<file path="src/rtl/accum_pkg.sv">
// Shared definitions for the windowed-average scheduler.
//   DATA_W : width of one channel sample
//   RES_W  : width of the reported (scaled) window sum
//   state_e: FSM state encoding
//   acc_w(): accumulator width for a given log2 window length
package accum_pkg;

  localparam int DATA_W = 4;
  localparam int RES_W  = 5;

  typedef enum logic [1:0] {
    IDLE  = 2'd0,
    ACCUM = 2'd1,
    DONE  = 2'd2
  } state_e;

  // Wide enough for 15 * 2**win_log2, so the window sum never overflows.
  function automatic int acc_w(input int win_log2);
    return DATA_W + win_log2;
  endfunction

endpackage

</file>
<file path="src/rtl/accum_window_sched_if.sv">
// Bus between the sample sources / readout logic and accum_window_sched.
//   req          : per-channel request, level-sensitive
//   data         : packed 4-bit samples, channel i at [4*i+3:4*i]
//   en           : sample enable
//   gnt          : one-hot grant, held for the whole window
//   busy         : window in progress or being reported
//   result       : scaled window sum
//   result_ch    : channel index of result
//   result_valid : one-cycle pulse when result/result_ch update
// master = source/readout side, slave = scheduler.
interface accum_window_sched_if #(
  parameter int N_CH = 4
);
  import accum_pkg::*;

  localparam int CH_W = $clog2(N_CH);

  logic [N_CH-1:0]        req;
  logic [DATA_W*N_CH-1:0] data;
  logic                   en;
  logic [N_CH-1:0]        gnt;
  logic                   busy;
  logic [RES_W-1:0]       result;
  logic [CH_W-1:0]        result_ch;
  logic                   result_valid;

  modport master (
    output req, data, en,
    input  gnt, busy, result, result_ch, result_valid
  );

  modport slave (
    input  req, data, en,
    output gnt, busy, result, result_ch, result_valid
  );

endinterface

</file>
<file path="src/rtl/accum_window_sched_rr_arbiter.sv">
// Combinational round-robin picker.
//   req      : request vector
//   last     : index granted most recently
//   pick     : one-hot winner (all zero when no request)
//   pick_idx : binary index of the winner
// The search starts one past last and wraps, so the last winner has
// the lowest priority.
module rr_arbiter #(
  parameter int N = 4
) (
  input  logic [N-1:0]         req,
  input  logic [$clog2(N)-1:0] last,
  output logic [N-1:0]         pick,
  output logic [$clog2(N)-1:0] pick_idx
);

  localparam int IDX_W = $clog2(N);

  int               pos;
  logic [IDX_W-1:0] cand;
  logic             found;

  always_comb begin
    pick     = '0;
    pick_idx = '0;
    found    = 1'b0;
    pos      = 0;
    cand     = '0;
    for (int i = 1; i <= N; i++) begin
      pos = int'(last) + i;
      if (pos >= N) pos = pos - N;
      cand = IDX_W'(pos);
      if (!found && req[cand]) begin
        found      = 1'b1;
        pick[cand] = 1'b1;
        pick_idx   = cand;
      end
    end
  end

endmodule

</file>
<file path="src/rtl/accum_window_sched.sv">
// Windowed-average scheduler: one shared accumulator time-shared
// between N_CH channels under round-robin arbitration.
//   clk, rst : clock, asynchronous active-high reset
//   bus      : slave side of accum_window_sched_if (req/data/en in,
//              gnt/busy/result/result_ch/result_valid out)
// Parameters: N_CH channels (2..8), window of 2**WIN_LOG2 enabled samples.
//
// state | meaning
// ------+--------------------------------------------------------
// IDLE  | no grant; arbitrate on req, grant and clear on any request
// ACCUM | sum granted channel on en cycles until WIN samples taken
// DONE  | result_valid pulse, grant released, back to IDLE
module accum_window_sched
  import accum_pkg::*;
#(
  parameter int N_CH     = 4,
  parameter int WIN_LOG2 = 5
) (
  input  logic                 clk,
  input  logic                 rst,
  accum_window_sched_if.slave  bus
);

  localparam int ACC_W = acc_w(WIN_LOG2);
  localparam int CH_W  = $clog2(N_CH);

  localparam logic [1:0] ST_IDLE  = IDLE;
  localparam logic [1:0] ST_ACCUM = ACCUM;
  localparam logic [1:0] ST_DONE  = DONE;

  logic [1:0]          state_q, state_d;
  logic [N_CH-1:0]     gnt_q, gnt_d;
  logic [CH_W-1:0]     gnt_idx_q, gnt_idx_d;
  logic [CH_W-1:0]     last_q, last_d;
  logic [ACC_W-1:0]    acc_q, acc_d;
  logic [WIN_LOG2-1:0] cnt_q, cnt_d;
  logic [RES_W-1:0]    result_q, result_d;
  logic [CH_W-1:0]     result_ch_q, result_ch_d;

  logic [N_CH-1:0]     pick;
  logic [CH_W-1:0]     pick_idx;
  logic [DATA_W-1:0]   sample;
  logic [ACC_W-1:0]    acc_sum;

  rr_arbiter #(.N(N_CH)) u_arb (
    .req      (bus.req),
    .last     (last_q),
    .pick     (pick),
    .pick_idx (pick_idx)
  );

  assign sample  = bus.data[DATA_W*gnt_idx_q +: DATA_W];
  assign acc_sum = acc_q + ACC_W'(sample);

  always_comb begin
    state_d     = state_q;
    gnt_d       = gnt_q;
    gnt_idx_d   = gnt_idx_q;
    last_d      = last_q;
    acc_d       = acc_q;
    cnt_d       = cnt_q;
    result_d    = result_q;
    result_ch_d = result_ch_q;
    case (state_q)
      ST_IDLE: begin
        if (|bus.req) begin
          gnt_d     = pick;
          gnt_idx_d = pick_idx;
          last_d    = pick_idx;
          acc_d     = '0;
          cnt_d     = '0;
          state_d   = ST_ACCUM;
        end
      end
      ST_ACCUM: begin
        if (bus.en) begin
          acc_d = acc_sum;
          cnt_d = cnt_q + 1'b1;
          // Terminal count: the final sample is folded into the result.
          if (cnt_q == '1) begin
            result_d    = acc_sum[ACC_W-1 -: RES_W];
            result_ch_d = gnt_idx_q;
            gnt_d       = '0;
            state_d     = ST_DONE;
          end
        end
      end
      ST_DONE: begin
        gnt_d   = '0;
        state_d = ST_IDLE;
      end
      default: begin
        gnt_d   = '0;
        state_d = ST_IDLE;
      end
    endcase
  end

  always_ff @(posedge clk or posedge rst) begin
    if (rst) begin
      state_q     <= ST_IDLE;
      gnt_q       <= '0;
      gnt_idx_q   <= '0;
      last_q      <= CH_W'(N_CH - 1);
      acc_q       <= '0;
      cnt_q       <= '0;
      result_q    <= '0;
      result_ch_q <= '0;
    end else begin
      state_q     <= state_d;
      gnt_q       <= gnt_d;
      gnt_idx_q   <= gnt_idx_d;
      last_q      <= last_d;
      acc_q       <= acc_d;
      cnt_q       <= cnt_d;
      result_q    <= result_d;
      result_ch_q <= result_ch_d;
    end
  end

  assign bus.gnt          = gnt_q;
  assign bus.busy         = (state_q != ST_IDLE);
  assign bus.result       = result_q;
  assign bus.result_ch    = result_ch_q;
  assign bus.result_valid = (state_q == ST_DONE);

endmodule

</file>
<file path="src/flat_wrapper.sv">
// flat-port wrapper written by rule: the top's interface ports become plain ports
module accum_window_sched_flat import accum_pkg::*;
#(
  parameter int N_CH     = 4,
  parameter int WIN_LOG2 = 5
)
  (clk, rst, bus_req, bus_data, bus_en, bus_gnt, bus_busy, bus_result, bus_result_ch, bus_result_valid);
  accum_window_sched_if #(.N_CH(N_CH)) bus_i ();
  input  logic clk;
  input  logic rst;
  input wire logic [$bits(bus_i.req)-1:0] bus_req;
  input wire logic [$bits(bus_i.data)-1:0] bus_data;
  input wire logic [$bits(bus_i.en)-1:0] bus_en;
  output wire logic [$bits(bus_i.gnt)-1:0] bus_gnt;
  output wire logic [$bits(bus_i.busy)-1:0] bus_busy;
  output wire logic [$bits(bus_i.result)-1:0] bus_result;
  output wire logic [$bits(bus_i.result_ch)-1:0] bus_result_ch;
  output wire logic [$bits(bus_i.result_valid)-1:0] bus_result_valid;
  assign bus_i.req = bus_req;
  assign bus_i.data = bus_data;
  assign bus_i.en = bus_en;
  assign bus_gnt = bus_i.gnt;
  assign bus_busy = bus_i.busy;
  assign bus_result = bus_i.result;
  assign bus_result_ch = bus_i.result_ch;
  assign bus_result_valid = bus_i.result_valid;
  accum_window_sched #(.N_CH(N_CH), .WIN_LOG2(WIN_LOG2)) u_core (.clk(clk), .rst(rst), .bus(bus_i));
endmodule
</file>
<file path="config.mk">
export PLATFORM = sky130hd
export DESIGN_NAME = accum_window_sched_flat
export DESIGN_NICKNAME = d
export VERILOG_FILES = /design/src/rtl/accum_pkg.sv /design/src/rtl/accum_window_sched_if.sv /design/src/rtl/accum_window_sched_rr_arbiter.sv /design/src/rtl/accum_window_sched.sv /design/src/flat_wrapper.sv
export SDC_FILE = /design/constraint.sdc
export NUM_CORES = 1
export LEC_CHECK = 0
export CORE_MARGIN = 3
export CORE_UTILIZATION = 48
export DETAILED_ROUTE_END_ITERATION = 7
export PLACE_DENSITY_LB_ADDON = 0.05
export SLEW_MARGIN = 15
export SYNTH_ARGS = -nofsm -noshare
export SYNTH_HDL_FRONTEND = slang
export SYNTH_SLANG_ARGS = --single-unit
</file>
<file path="constraint.sdc">
create_clock -name clk -period 2.9 [get_ports clk]
set_clock_uncertainty 0.2 [all_clocks]
set_input_delay 0.29 -clock clk [delete_from_list [all_inputs] [get_ports clk]]
set_output_delay 0.29 -clock clk [all_outputs]
set_load 0.03 [all_outputs]
</file>
==> flow_metrics.tcl <==
set metrics [dict create \
    fin_cells 299 \
    placed_area_mm2 0.00248 \
    antenna_left 0 \
    core_mm2 0.00406 \
    grt_max_degree 32 \
    dr.pass1.iters 5 \
    drive_gt1_frac 0.137 \
    finalCriticalPeriod_ns 2.67 \
    diodes 0 \
    rsz0062_at_grt "no" \
    worstPathMaxFanout 6 \
    maxSlewViolCount 0 \
    drtIter0Drc 86 \
    cts_made_buffers 5 \
    hold_viol_final 0 \
    rows 23 \
    htree_levels 2 \
    setup_tns_ns 0 \
    synth_area_per_cell_um2 9.88 \
    crit_chain "mux4_2 -> ha_1 -> fa_1 -> a21oi_1 -> o21bai_2 -> nand3_1 -> xor2_1 -> o21ai_0" \
    p_per_area_mw_per_mm2 956 \
    num_io_pins 36 \
    fin_area_mm2 0.00260 \
    vias 1706 \
    fillers 318 \
    dieArea_mm2 0.00510 \
    end_kind "register" \
    fmax_ghz 0.374 \
    ys_seq_area_frac 0.379 \
    via_per_inst 5.71 \
    outcome "finished, final reports clean" \
    r2r_slack_ns 0.23 \
    drc 0 \
    whs_ns 0.197 \
    portBuffers 35 \
    synth-seq-cells 31 \
    netlist_area_mm2 0.00205 \
    overflow 0 \
    cts_buffer_depth 2 \
    clk_pin_slew_ns 0.07 \
    start_util 0.506 \
    worstReg2RegStart "u_core.gnt_idx_q[0]" \
    grt_pass1_vias 1634 \
    dp_cells 291 \
    slew_headroom 0.636 \
    yosys_warnings 0 \
    maxCapViolations 0 \
    utilization 0.641 \
    cp.required_ns 2.86 \
    gp_congestion 0.884 \
    grt_pass1_wl_um 7460 \
    die_y_um 71.4 \
    peakVddDrop_uv 484 \
    finalSetupViolCount 0 \
    crit_arrival_ns 2.63 \
    path_class "register to register" \
    worstMarginPinSlew_ns 0.532 \
    tritoncts "done" \
    synth.distinct_cells 46 \
    final_common_cell "clkdlybuf4s50_1" \
    holdCritPathClass "input pin to asynchronous set/reset pin" \
    crit_path_top_delay_cell "mux4_2" \
    cp-start-kind "register" \
    routedWlPerCell_um 14.6 \
    leakage_nw 1.17 \
    cpPeakStageDelay_ns 0.52 \
    cp-startpoint "u_core.gnt_idx_q[0]" \
    nets 286 \
    synth_fp_nets 246 \
    antenna_found_initial 0 \
    grt.total_usage 0.179 \
    finalCritPeriodShare 0.921 \
    die_x_um 71.4 \
    cts_sinks 31 \
    root_buffer "clkbuf_8" \
    clock_latency_ns 0.28 \
    hpwl_um 3210 \
    routed_wl_um 4360 \
    syn-instance-count 208 \
    cts_hold_buf 0 \
    layout_common_cells "clkdlybuf4s50_1, dfrtp_1, nand2_1" \
    syn_to_final_growth_pct 26.6 \
]
## cells in the mapped netlist (all sizes together)
| cell type | count | share of area |
|---|---|---|
| dfrtp | 29 | 0.35 |
| nand2 | 25 | 0.046 |
| o21ai | 20 | 0.049 |
| ha | 14 | 0.085 |
| nor2 | 11 | 0.020 |
| inv | 9 | 0.016 |
| nand3 | 8 | 0.019 |
| a21oi | 7 | 0.017 |
| clkbuf | 7 | 0.013 |
| mux4 | 7 | 0.080 |
| a31oi | 6 | 0.018 |
| and3 | 5 | 0.015 |
| a221o | 4 | 0.019 |
| a22oi | 4 | 0.015 |
| mux2 | 4 | 0.022 |
| mux2i | 4 | 0.019 |
| o31ai | 4 | 0.017 |
| xnor2 | 4 | 0.017 |
| nand2b | 3 | 0.0091 |
| nor2b | 3 | 0.013 |
| o21bai | 3 | 0.011 |
| buf | 2 | 0.0079 |
| dfstp | 2 | 0.026 |
| nand4 | 2 | 0.0061 |
| nor3 | 2 | 0.010 |
| or2 | 2 | 0.0061 |
| or3 | 2 | 0.0061 |
| xor2 | 2 | 0.0085 |
| a2111oi | 1 | 0.0043 |
| a21boi | 1 | 0.0037 |
| a21o | 1 | 0.0037 |
| a32o | 1 | 0.0049 |
| and2 | 1 | 0.0030 |
| clkinv | 1 | 0.0018 |
| fa | 1 | 0.0097 |
| nand3b | 1 | 0.0037 |
| nor4 | 1 | 0.0030 |
| o21a | 1 | 0.0037 |
| o21ba | 1 | 0.0049 |
| o311ai | 1 | 0.0043 |
| or4 | 1 | 0.0037 |
## layer usage
layer | vias to the layer above | wire length (um) | global-route usage
li1 | 842 | - | -
met1 | 794 | 2120 | 0.266
met2 | 62 | 1930 | 0.260
met3 | 8 | 276 | 0.0491
met4 | 0 | 32 | 0.0438
met5 | - | 0 | 0
## stage by stage
stage | total power, mW | setup WS, ns
5_1_grt | 2.69 | 0.0687
3_3_place_gp | 1.97 | 0.0338
4_1_cts | 2.48 | 0.0914
3_5_place_dp | 2.03 | -0.0255
6_report | 2.49 | 0.229
2_1_floorplan | 1.71 | 0.171
## final timing paths
| check | cells after the start | to |
|---|---|---|
| hold reg to reg | 2 | u_core.bus.result[0] |
| setup / recovery | 8 | u_core.bus.result[2] |
| setup reg to reg | 8 | u_core.bus.result[2] |
| hold / removal | 3 | u_core.acc_q[4] |
| max in group asynchronous | 3 | u_core.last_q[0] |
| min in group clk | 2 | u_core.bus.result[0] |
## logic make-up after synthesis
| family | count (synthesis) | share of synthesized area |
|---|---|---|
| and+or+nand+nor | 67 | 0.164 |
| AOI/OAI and AO/OA | 55 | 0.175 |
| DFF | 31 | 0.379 |
| buffers and inverters | 19 | 0.0390 |
| muxes | 15 | 0.122 |
| adders and majority gates | 15 | 0.0950 |
| xor gates and xnor gates | 6 | 0.0256 |
## power by group
part           internal [mW]  switching, mW  leakage, nW  total (mW)
clock network          0.278          0.161       0.0612       0.438
logic                  0.606          0.692        0.712        1.30
registers              0.592          0.158        0.396       0.750
total                   1.48           1.01         1.17        2.49
## area by class of cell
class / instances / area [um^2] / area share
inverter: 10 / 37.5 / 0.0144
sequential: 31 / 779 / 0.300
timing repair buffer: 42 / 403 / 0.155
tap: 50 / 62.6 / 0.0241
multi-input combinational: 158 / 1200 / 0.462
clock buffer: 6 / 82.6 / 0.0318
clock inverter: 2 / 35.0 / 0.0135
## worst max-delay path, delay by kind of cell (launching register included)
kind / cells / cell delay (ns)
adders and majority gates: 2 / 0.68
muxes: 1 / 0.52
DFF: 1 / 0.45
AOI/OAI and AO/OA: 3 / 0.40
xor gates and xnor gates: 1 / 0.15
and+or+nand+nor: 1 / 0.14
## repair_timing
item                                    in CTS  in global routing
endpoints found under the hold margin        0                  0
resized for setup                            0                  2
endpoints found under the setup margin       0                  4
setup buffers                                0                  0
## sequential cells by signal, summed over array words and instances (netlist names)
signal	cells
u_core.bus.result	5
u_core.acc_q	9
u_core.cnt_q	5
u_core.gnt_idx_q	2
u_core.state_q	2
u_core.bus.gnt	4
u_core.last_q	2
u_core.bus.result_ch	2
No activity file was read; power rests on OpenSTA's default activity.
